`config.mk`:
```
export PLATFORM = sky130hd
export DESIGN_NAME = ultrasonic_scheduler
export DESIGN_NICKNAME = d
export VERILOG_FILES = /design/src/rtl/ultrasonic_sched_pkg.sv /design/src/rtl/us_echo_timer.sv /design/src/rtl/ultrasonic_scheduler.sv
export SDC_FILE = /design/constraint.sdc
export NUM_CORES = 1
export LEC_CHECK = 0
export CAP_MARGIN = 20
export CORE_UTILIZATION = 40
export CTS_BUF_LIST = sky130_fd_sc_hd__clkbuf_16
export DETAILED_ROUTE_END_ITERATION = 8
export GPL_ROUTABILITY_DRIVEN = 1
export PLACE_DENSITY = 0.7
export SLEW_MARGIN = 30
export SYNTH_ARGS = -nofsm -noshare
export SYNTH_HDL_FRONTEND = slang
export SYNTH_HIERARCHICAL = 1
export SYNTH_SLANG_ARGS = --single-unit
```
`constraint.sdc`:
```
create_clock -name clk_50M -period 2.8 [get_ports clk_50M]
set_input_delay 0.28 -clock clk_50M [delete_from_list [all_inputs] [get_ports clk_50M]]
set_output_delay 0.28 -clock clk_50M [all_outputs]
set_load 0.01 [all_outputs]
```
`src/rtl/ultrasonic_sched_pkg.sv`:
```
// Shared types and constants for the four-channel ultrasonic ranging scheduler.
package ultrasonic_sched_pkg;

   localparam int unsigned NUM_SENSORS = 4;
   localparam int unsigned ID_W        = 2;
   localparam int unsigned CNT_W       = 22;

   // Default timing at a 50 MHz clock.
   localparam int unsigned DEF_TRIG_CYCLES   = 500;      // 10 us
   localparam int unsigned DEF_WINDOW_CYCLES = 3500000;  // 70 ms
   localparam int unsigned DEF_GAP_CYCLES    = 50000;    // 1 ms
   localparam int unsigned DEF_ALERT_THRESH  = 1200;

   typedef enum logic [1:0] {
      StIdle    = 2'b00,
      StTrig    = 2'b01,
      StMeasure = 2'b10,
      StGap     = 2'b11
   } sched_state_e;

   // Round-robin search for the next enabled sensor. With incl set the search starts at cur,
   // otherwise just after it; an empty mask returns cur unchanged.
   function automatic logic [ID_W-1:0] next_sensor(input logic [ID_W-1:0]        cur,
                                                   input logic [NUM_SENSORS-1:0] mask,
                                                   input logic                   incl);
      logic [ID_W-1:0] idx;
      logic            found;
      next_sensor = cur;
      found       = 1'b0;
      for (int unsigned i = 0; i < NUM_SENSORS; i++) begin
         idx = cur + ID_W'(i) + ID_W'(!incl);
         if (!found && mask[idx]) begin
            next_sensor = idx;
            found       = 1'b1;
         end
      end
   endfunction

endpackage

```
`src/rtl/us_echo_timer.sv`:
```
// Echo measurement engine shared by all sensors: synchronizes the raw echo lines, follows the
// selected channel, counts window cycles and echo-high cycles, and flags completion or timeout.
module us_echo_timer
   import ultrasonic_sched_pkg::*;
#(
   parameter int unsigned WINDOW_CYCLES = DEF_WINDOW_CYCLES
) (
   input  logic                   clk_50M,
   input  logic                   reset,
   input  logic [NUM_SENSORS-1:0] echo_rx_i,
   input  logic [ID_W-1:0]        sel_id_i,
   input  logic                   start_i,     // clear counters for a new window
   input  logic                   run_i,       // measurement window open
   output logic                   done_o,
   output logic                   timeout_o,
   output logic [CNT_W-1:0]       pulse_cnt_o
);

   logic [NUM_SENSORS-1:0] sync1_q, sync2_q;
   logic                   echo_prev_q;
   logic [CNT_W-1:0]       cycle_q, cycle_d;
   logic [CNT_W-1:0]       pulse_q, pulse_d;
   logic [CNT_W-1:0]       pulse_inc;
   logic                   echo_sel;
   logic                   echo_fall;
   logic                   window_end;

   assign echo_sel   = sync2_q[sel_id_i];
   assign echo_fall  = echo_prev_q & ~echo_sel;
   assign window_end = (cycle_q == CNT_W'(WINDOW_CYCLES - 1));

   // Counter updates and completion decode for the open window.
   always_comb begin
      pulse_inc = (echo_sel && (pulse_q != '1)) ? pulse_q + 1'b1 : pulse_q;
      cycle_d   = cycle_q;
      pulse_d   = pulse_q;
      if (start_i) begin
         cycle_d = '0;
         pulse_d = '0;
      end else if (run_i) begin
         cycle_d = cycle_q + 1'b1;
         pulse_d = pulse_inc;
      end
      done_o      = run_i & echo_fall & (pulse_q != '0);
      timeout_o   = run_i & window_end & ~done_o;
      // Includes the current cycle so a window ending with echo still high counts it.
      pulse_cnt_o = pulse_inc;
   end

   // Two-flop synchronizer, edge history and counters.
   always_ff @(posedge clk_50M) begin
      if (!reset) begin
         sync1_q     <= '0;
         sync2_q     <= '0;
         echo_prev_q <= 1'b0;
         cycle_q     <= '0;
         pulse_q     <= '0;
      end else begin
         sync1_q     <= echo_rx_i;
         sync2_q     <= sync1_q;
         echo_prev_q <= echo_sel;
         cycle_q     <= cycle_d;
         pulse_q     <= pulse_d;
      end
   end

endmodule

```
`src/rtl/ultrasonic_scheduler.sv`:
```
// Round-robin scheduler for four ultrasonic rangers: triggers one sensor at a time, times its
// echo, reports the result, then waits a holdoff before the next sensor.
// Optional per-sensor proximity alert enabled by defining ULTRASONIC_SCHED_ALERT_EN.
module ultrasonic_scheduler
   import ultrasonic_sched_pkg::*;
#(
   parameter int unsigned TRIG_CYCLES   = DEF_TRIG_CYCLES,
   parameter int unsigned WINDOW_CYCLES = DEF_WINDOW_CYCLES,
   parameter int unsigned GAP_CYCLES    = DEF_GAP_CYCLES,
   parameter int unsigned ALERT_THRESH  = DEF_ALERT_THRESH
) (
   input  logic                   clk_50M,
   input  logic                   reset,
   input  logic                   enable,
   input  logic [NUM_SENSORS-1:0] sensor_mask,
   input  logic [NUM_SENSORS-1:0] echo_rx,
   output logic [NUM_SENSORS-1:0] trigger,
   output logic [CNT_W-1:0]       dist_data,
   output logic [ID_W-1:0]        dist_id,
   output logic                   dist_valid,
   output logic                   timeout,
   output logic [ID_W-1:0]        active_id,
   output logic [1:0]             state,
   output logic [NUM_SENSORS-1:0] alert
);

   sched_state_e     state_q, state_d;
   logic [ID_W-1:0]  active_q, active_d;
   logic [CNT_W-1:0] phase_q, phase_d;      // elapsed cycles in TRIG or GAP
   logic [CNT_W-1:0] dist_data_q, dist_data_d;
   logic [ID_W-1:0]  dist_id_q, dist_id_d;
   logic             dist_valid_q, dist_valid_d;
   logic             timeout_q, timeout_d;

   logic             timer_start, timer_run, timer_done, timer_timeout;
   logic [CNT_W-1:0] timer_pulse;

   // Kept outside the FSM block so the timer's done path does not loop back through it.
   assign timer_start = (state_q == StTrig) && (phase_q == CNT_W'(TRIG_CYCLES - 1));
   assign timer_run   = (state_q == StMeasure);

   us_echo_timer #(
      .WINDOW_CYCLES (WINDOW_CYCLES)
   ) u_echo_timer (
      .clk_50M     (clk_50M),
      .reset       (reset),
      .echo_rx_i   (echo_rx),
      .sel_id_i    (active_q),
      .start_i     (timer_start),
      .run_i       (timer_run),
      .done_o      (timer_done),
      .timeout_o   (timer_timeout),
      .pulse_cnt_o (timer_pulse)
   );

   // Next-state, sensor selection and result capture.
   always_comb begin
      state_d      = state_q;
      active_d     = active_q;
      phase_d      = phase_q;
      dist_data_d  = dist_data_q;
      dist_id_d    = dist_id_q;
      dist_valid_d = 1'b0;
      timeout_d    = timeout_q;
      case (state_q)
         StIdle: begin
            if (enable && (|sensor_mask)) begin
               active_d = next_sensor(active_q, sensor_mask, 1'b1);
               phase_d  = '0;
               state_d  = StTrig;
            end
         end
         StTrig: begin
            if (timer_start) begin
               phase_d = '0;
               state_d = StMeasure;
            end else begin
               phase_d = phase_q + 1'b1;
            end
         end
         StMeasure: begin
            // A real echo takes priority over a coincident window expiry.
            if (timer_done || timer_timeout) begin
               dist_valid_d = 1'b1;
               dist_data_d  = timer_pulse;
               dist_id_d    = active_q;
               timeout_d    = ~timer_done;
               phase_d      = '0;
               state_d      = StGap;
            end
         end
         StGap: begin
            if (phase_q == CNT_W'(GAP_CYCLES - 1)) begin
               phase_d = '0;
               if (|sensor_mask) begin
                  active_d = next_sensor(active_q, sensor_mask, 1'b0);
               end
               state_d = (enable && (|sensor_mask)) ? StTrig : StIdle;
            end else begin
               phase_d = phase_q + 1'b1;
            end
         end
         default: state_d = StIdle;
      endcase
   end

   // Trigger decoded from state so a reset drops it on the same edge.
   always_comb begin
      trigger = '0;
      if (state_q == StTrig) begin
         trigger[active_q] = 1'b1;
      end
   end

   // Scheduler and result registers.
   always_ff @(posedge clk_50M) begin
      if (!reset) begin
         state_q      <= StIdle;
         active_q     <= '0;
         phase_q      <= '0;
         dist_data_q  <= '0;
         dist_id_q    <= '0;
         dist_valid_q <= 1'b0;
         timeout_q    <= 1'b0;
      end else begin
         state_q      <= state_d;
         active_q     <= active_d;
         phase_q      <= phase_d;
         dist_data_q  <= dist_data_d;
         dist_id_q    <= dist_id_d;
         dist_valid_q <= dist_valid_d;
         timeout_q    <= timeout_d;
      end
   end

   assign state      = state_q;
   assign active_id  = active_q;
   assign dist_data  = dist_data_q;
   assign dist_id    = dist_id_q;
   assign dist_valid = dist_valid_q;
   assign timeout    = timeout_q;

`ifdef ULTRASONIC_SCHED_ALERT_EN
   logic [NUM_SENSORS-1:0] alert_q, alert_d;

   // Refresh the reporting sensor's alert alongside each new result.
   always_comb begin
      alert_d = alert_q;
      if (dist_valid_d) begin
         alert_d[dist_id_d] = ~timeout_d && (dist_data_d > CNT_W'(ALERT_THRESH));
      end
   end

   // Alert flags register.
   always_ff @(posedge clk_50M) begin
      if (!reset) begin
         alert_q <= '0;
      end else begin
         alert_q <= alert_d;
      end
   end

   assign alert = alert_q;
`else
   logic unused_alert_thresh;
   assign unused_alert_thresh = ^ALERT_THRESH;
   assign alert = '0;
`endif

endmodule

```
==> impl_metrics.tcl, run 1 <==
set metrics [dict create \
    outcome "completed" \
    critPathBufInv 0 \
    nNetsFinal 793 \
    synth_most_common_cell "dfxtp_1" \
    tns_ns 0 \
    track_usage 0.188 \
    grt_pass1_vias 4569 \
    detail_route.wl_per_cell_um 14.1 \
    ys_ff_latch 105 \
    grt_max_degree 44 \
    sw_frac_of_total 0.315 \
    hold_viol_final 0 \
    syn_area_per_cell_sq_um 8.17 \
    p_switching_mw 1.23 \
    dr.pass1.iters 5 \
    required_ns 3.08 \
    post_synth_num_cell_types 75 \
    drt_wl_total_um 13500 \
    tritoncts "yes" \
    max_stage_delay_ns 0.53 \
    start_util 0.413 \
    rows 43 \
    syn_inst 704 \
    die_area_sq_mm 0.0149 \
    ys_top_cells_by_count "dfxtp_1 (105), nand2_1 (92), nor2_1 (63)" \
    netlist_area_sq_mm 0.00575 \
    cp.arrival_ns 2.87 \
    syn_to_final_growth_pct 21.3 \
    p_leak_nw 2.44 \
    clock-sinks 105 \
    hold_buffers 0 \
    n_fill_cell 1310 \
    port_buffers 44 \
    tightest_slew_ns 0.694 \
    finalWorstSetupSlack_ns 0.207 \
    drt_iter0_markers 359 \
    regArea_sq_mm 0.00210 \
    combPwrFrac 0.274 \
    diodes 0 \
    crit_path_cell_trace "or4_1, nor4_2, nor3_2, nor4_2, nor2_1, a22o_4, or4_1, a31oi_1" \
    die_h_um 122 \
    drive_gt1_frac 0.149 \
    synth-async-reset-ratio 0 \
    pwr-share-clk 0.326 \
    viasPerCell 5.36 \
    hp-class "flop to flop" \
    grt_first_pass_wirelength_um 22200 \
    p_total_mw 3.91 \
    crit_type "flop to flop" \
    min_period_ns 2.59 \
    dieWidth_um 122 \
    min_period_over_period 0.926 \
    synth.top_cell.area_share 0.365 \
    multiInputGateArea_sq_mm 0.00341 \
    io_pins 49 \
    synth_edf_count 0 \
    cts_buffer_depth 2 \
    dp_hpwl_um 9360 \
    cts-root-buf "clkbuf_16" \
    maxCapViolations 0 \
    slowest_stage "or4_1" \
    fin_skew_ns 0.00812 \
    antenna_found_initial 0 \
    clock_latency_ns 0.36 \
    fmax_mhz 386 \
    p_seq_frac 0.401 \
    p_int_mw 2.68 \
    clk_pin_slew_worst_paths_ns 0.07 \
    power_density_mw_per_mm2 560 \
    yosys.area.top_type "dfxtp_1" \
    yosys_most_used_dff "dfxtp_1" \
    cts_inserted_buffers 9 \
    place_worst_setup_slack_ns -0.269 \
    seq_area_frac_synth 0.365 \
    grt.overflow.total 0 \
    ys_warn_count 6 \
    critPathMaxFanout 15 \
    cp_top_family "simple AND/OR/NAND/NOR gates" \
    via_count 5114 \
    drv_slew 0 \
    startpoint_type "flop" \
    ys_top_cells_by_area "dfxtp_1 (37%), nand2_1 (6.0%), a21oi_1 (4.8%)" \
    peakVddDrop_v 0.000521 \
    place.gp.congestion 0.813 \
    drc 0 \
    htree_levels 3 \
    coreArea_sq_mm 0.0139 \
    setup_violations 0 \
    crit_path_end_kind "flop" \
    relSlewSlack 0.536 \
    ant_nets 0 \
]
==> area by class of cell <==
cell class | count | area share
clock buffers | 9 | 0.0323
clock inverters | 7 | 0.0100
inverters | 15 | 0.00807
multi-input cells | 538 | 0.489
flip-flops and latches | 105 | 0.301
well taps | 180 | 0.0323
repair buffers | 100 | 0.127
==> worst paths after layout <==
kind | depth (start not counted) | from | slack [ns] | end
max reg2reg | 8 | u_echo_timer/pulse_q[19] | 0.21 | phase_q[20]
min reg2reg | 1 | u_echo_timer/sync1_q[3] | 0.44 | u_echo_timer/sync2_q[3]
min | 1 | u_echo_timer/sync1_q[3] | 0.44 | u_echo_timer/sync2_q[3]
max | 8 | u_echo_timer/pulse_q[19] | 0.21 | phase_q[20]
==> flip-flops by register name (all words and copies together), names as in the netlist <==
| register | cells |
|---|---|
| active_id | 2 |
| dist_valid | 1 |
| dist_id | 2 |
| state | 2 |
| phase_q | 22 |
| u_echo_timer/pulse_q | 22 |
| u_echo_timer/cycle_q | 22 |
| dist_data | 22 |
| u_echo_timer/sync2_q | 4 |
| timeout | 1 |
| u_echo_timer/echo_prev_q | 1 |
| u_echo_timer/sync1_q | 4 |
==> layer usage <==
metal / GRT usage / routed length (um)
met5: 0 / 0
met2: 0.298 / 6340
met3: 0.0370 / 626
met4: 0.0718 / 258
met1: 0.251 / 6250
==> what timing repair did <==
action | in CTS | in global routing
endpoints found under the setup margin | 22 | 23
gates resized for setup | 0 | 7
pin swaps | 1 | 0
buffers inserted | 1 | 0
==> worst reg2reg max path: cells and delay by family, from the launching register on <==
| family | cells | cell delay [ns] |
|---|---|---|
| compound gates | 2 | 0.51 |
| simple gates | 6 | 1.70 |
| flops | 1 | 0.31 |
==> layout by cell type, fill, tap and decap left out, types with 16 or more instances in the layout <==
cell type        count
dfxtp_1            104
nand2_1             92
nor2_1              63
a21oi_1             55
buf_4               54
clkdlybuf4s50_1     44
xor2_1              31
xnor2_1             31
nand3_1             30
nor3_1              21
and2_1              16
nand4_1             16
==> power by group through the flow <==
| stage | logic, mW | registers (mW) | clock network (mW) |
|---|---|---|---|
| detailed placement | 1.04 | 1.60 | 0 |
| global route | 1.17 | 1.57 | 1.36 |
| floorplan | 0.694 | 1.62 | 0 |
| CTS | 1.05 | 1.57 | 1.30 |
| global placement | 1.03 | 1.60 | 0 |
| finish | 1.07 | 1.57 | 1.27 |
==> per-stage QoR <==
| step | instances | area, sq um | hold WS (ns) | util |
|---|---|---|---|---|
| 5_1_grt | 954 | 6980 | 0.441 | 0.501 |
| 3_5_place_dp | 937 | 6640 | 0.418 | 0.476 |
| 3_3_place_gp | 937 | 6630 | 0.416 | 0.476 |
| 2_1_floorplan | 707 | 5780 | 0.407 | - |
| 6_report | 954 | 6980 | 0.436 | 0.501 |
| 4_1_cts | 954 | 6940 | 0.435 | 0.498 |
==> kinds of logic after synthesis <==
logic type / Yosys count / share of synthesized area
flip-flops: 105 / 0.365
other: 1 / 0.000652
adder cells (fa/ha/maj): 13 / 0.0283
buffers and inverters: 64 / 0.0546
AND/OR/NAND/NOR: 331 / 0.301
AO/OA/AOI/OAI: 122 / 0.141
XOR/XNOR: 62 / 0.0944
multiplexers: 6 / 0.0150
(Power assumes the default switching activity.)
==> run 2, diff against run 1 <==
--- a/config.mk
+++ b/config.mk
@@ -5,6 +5,7 @@
 export SDC_FILE = /design/constraint.sdc
 export NUM_CORES = 1
 export LEC_CHECK = 0
+export ABC_CLOCK_PERIOD_IN_PS = 2800
 export CAP_MARGIN = 20
 export CORE_UTILIZATION = 40
 export CTS_BUF_LIST = sky130_fd_sc_hd__clkbuf_16
==> results of run 2 <==
Final layout, timing and power as in run 1 (identical DEF).
==> run 3, diff against run 2 <==
--- a/config.mk
+++ b/config.mk
@@ -5,13 +5,13 @@
 export SDC_FILE = /design/constraint.sdc
 export NUM_CORES = 1
 export LEC_CHECK = 0
-export ABC_CLOCK_PERIOD_IN_PS = 2800
+export ABC_CLOCK_PERIOD_IN_PS = 2700
 export CAP_MARGIN = 20
-export CORE_UTILIZATION = 40
+export CORE_UTILIZATION = 45
 export CTS_BUF_LIST = sky130_fd_sc_hd__clkbuf_16
 export DETAILED_ROUTE_END_ITERATION = 8
-export GPL_ROUTABILITY_DRIVEN = 1
-export PLACE_DENSITY = 0.7
+export GPL_ROUTABILITY_DRIVEN = 0
+export PLACE_DENSITY = 0.74
 export SLEW_MARGIN = 30
 export SYNTH_ARGS = -nofsm -noshare
 export SYNTH_HDL_FRONTEND = slang
==> constraint.sdc (replaced) <==
create_clock -name clk_50M -period 2.7 [get_ports clk_50M]
set_input_delay 0.27 -clock clk_50M [delete_from_list [all_inputs] [get_ports clk_50M]]
set_output_delay 0.27 -clock clk_50M [all_outputs]
set_load 0.01 [all_outputs]
==> run 3 against run 2 <==
The run now ends with negative setup slack left. Final area increased by 2.6%. Total power increased by 8.1%. Wire length increased by 7.3%. Count of clock-buffer cells in the layout unchanged. Clock power increased by 10%. Non-clock buffer count increased by 8. Final cell count decreased by 0.31%. Register-to-register slack got worse by 0.22 ns. Utilization increased by 8.3 points. Largest cell class unchanged. Largest power group unchanged.
==> impl_metrics.tcl, run 3 (synthesis results as in run 1) <==
set metrics [dict create \
    slowest_stage "and4bb_2" \
    clock-sinks 105 \
    startpoint_type "flop" \
    crit_path_end_kind "flop" \
    port_buffers 44 \
    hold_depth 1 \
    required_ns 2.94 \
    viasPerCell 5.60 \
    crit_type "flop to flop" \
    r2r_end "phase_q[21]" \
    finalWorstSetupSlack_ns -0.0162 \
    drt_wl_total_um 14500 \
    hp-class "flop to flop" \
    htree_levels 3 \
    r2r-start "u_echo_timer/pulse_q[4]" \
    layout_commonest_cell "dfxtp_1" \
    die_h_um 115 \
    rsz0062_at_grt "true" \
    p_switching_mw 1.31 \
    drt_iter0_markers 270 \
    r2r_cells 11 \
    max_stage_delay_ns 0.37 \
    cp.arrival_ns 2.96 \
    min_period_ns 2.72 \
    reg2reg_slack_ns -0.02 \
    crit_path_cell_trace "nor4_2, nand4_1, nor4_4, nor3_4, nor4_4, nor2_4, a22o_4, and4bb_2, nand3_2, xor2_1, nor2_1" \
    coreArea_sq_mm 0.0123 \
    peakVddDrop_v 0.000682 \
    grt_busiest_layer "met2" \
    drv_slew 0 \
    io_pins 49 \
    drc 0 \
    dr.pass1.iters 5 \
    cp_common_cell "nor4_4" \
    hold_end "u_echo_timer/sync2_q[2]" \
    detail_route.wl_per_cell_um 15.2 \
    track_usage 0.221 \
    fin_skew_ns 0.00782 \
    nNetsFinal 802 \
    place_worst_setup_slack_ns -0.349 \
    grtUsageMet1 0.273 \
    final_core_util 0.584 \
    met3_usage 0.0353 \
    drive_gt1_frac 0.176 \
    rows 40 \
    start_util 0.469 \
    p_leak_nw 2.51 \
    critPathMaxFanout 7 \
    clock_latency_ns 0.35 \
    layout_common_cells "dfxtp_1 (104), nand2_1 (91), nor2_1 (61)" \
    dp_hpwl_um 9920 \
    antenna_found_initial 0 \
    ant_nets 0 \
    worstHoldStart "u_echo_timer/sync1_q[2]" \
    p_int_mw 2.91 \
    grt_first_pass_wirelength_um 23400 \
    regArea_sq_mm 0.00210 \
    cts-root-buf "clkbuf_16" \
    dieWidth_um 115 \
    combPwrFrac 0.284 \
    via_count 5325 \
    p_seq_frac 0.384 \
    grt_pass1_vias 5011 \
    outcome "complete, but fails checks" \
    grt_max_degree 44 \
    relSlewSlack 0.538 \
    multiInputGateArea_sq_mm 0.00351 \
    n_fill_cell 1058 \
    die_area_sq_mm 0.0132 \
    power_density_mw_per_mm2 589 \
    maxCapViolations 0 \
    tightest_slew_ns 0.690 \
    diodes 0 \
    min_period_over_period 1.01 \
    tritoncts "yes" \
    syn_to_final_growth_pct 24.5 \
    sw_frac_of_total 0.310 \
    cts_buffer_depth 2 \
    grt.overflow.total 0 \
    fmax_mhz 368 \
    clk_pin_slew_worst_paths_ns 0.07 \
    cp_top_family "simple AND/OR/NAND/NOR gates" \
    setup_violations 1 \
    grt_util_met2 0.396 \
    failed_checks "negative setup slack" \
    pwr-share-clk 0.331 \
    hold_viol_final 0 \
    critPathBufInv 0 \
    cts_inserted_buffers 9 \
]
## run 3: cell type report
| cell class | instances | area share |
|---|---|---|
| sequential | 105 | 0.294 |
| tap | 168 | 0.0294 |
| clock buffer | 9 | 0.0314 |
| multi-input combinational | 539 | 0.490 |
| timing repair buffer | 108 | 0.134 |
| inverter | 15 | 0.00786 |
| clock inverter | 7 | 0.0133 |
## run 3: worst reg2reg max path, delay by kind of cell (launching register included)
family	cells	cell delay [ns]
and+or+nand+nor	9	1.80
xor gates and xnor gates	1	0.18
AOI/OAI and AO/OA	1	0.31
DFF	1	0.33
## run 3: what timing repair did
| item | in CTS | in global routing |
|---|---|---|
| hold buffers | 0 | 0 |
| pin swaps | 5 | 5 |
| resized for setup | 5 | 19 |
| setup endpoints to repair | 24 | 22 |
| setup buffers | 1 | 3 |
| gates cloned | 0 | 1 |
## run 3: power groups by stage
stage	combinational [mW]	clock, mW	sequential [mW]
global placement	1.09	0	1.66
detailed placement	1.13	0	1.66
floorplan	0.734	0	1.68
finish	1.20	1.40	1.62
CTS	1.15	1.42	1.62
global route	1.30	1.49	1.63
## run 3: through the flow
| stage | total power, mW | area, sq um | cells | hold WS [ns] | TNS (ns) |
|---|---|---|---|---|---|
| after global placement | 2.74 | 6680 | 930 | 0.422 | -2.64 |
| after global routing | 4.43 | 7160 | 951 | 0.453 | -0.484 |
| after detailed placement | 2.79 | 6690 | 930 | 0.424 | -5.90 |
| after floorplan | 2.41 | 5810 | 707 | 0.397 | 0 |
| after CTS | 4.19 | 7040 | 947 | 0.442 | 0 |
| final | 4.22 | 7160 | 951 | 0.437 | -0.0162 |
## run 3: worst max-delay path by stage
stage | slack (ns) | depth (start not counted) | endpoint | startpoint
floorplan | 0.0004 | 15 | phase_q[5] | u_echo_timer/pulse_q[0]
finish | -0.02 | 11 | phase_q[21] | u_echo_timer/pulse_q[4]
global route | -0.12 | 13 | phase_q[21] | u_echo_timer/pulse_q[0]
CTS | 0.01 | 10 | phase_q[21] | u_echo_timer/pulse_q[19]
global placement | -0.19 | 14 | phase_q[5] | u_echo_timer/pulse_q[0]
detailed placement | -0.35 | 11 | phase_q[21] | u_echo_timer/pulse_q[4]
## run 3: routing by layer
metal  vias to the layer above  part of all wire  routed length [um]
met1                      2541              0.43                6230
met4                         0             0.017                 250
met2                       137              0.52                7460
met5                         -                 0                   0
li1                       2621                 -                   -
met3                        26             0.036                 526
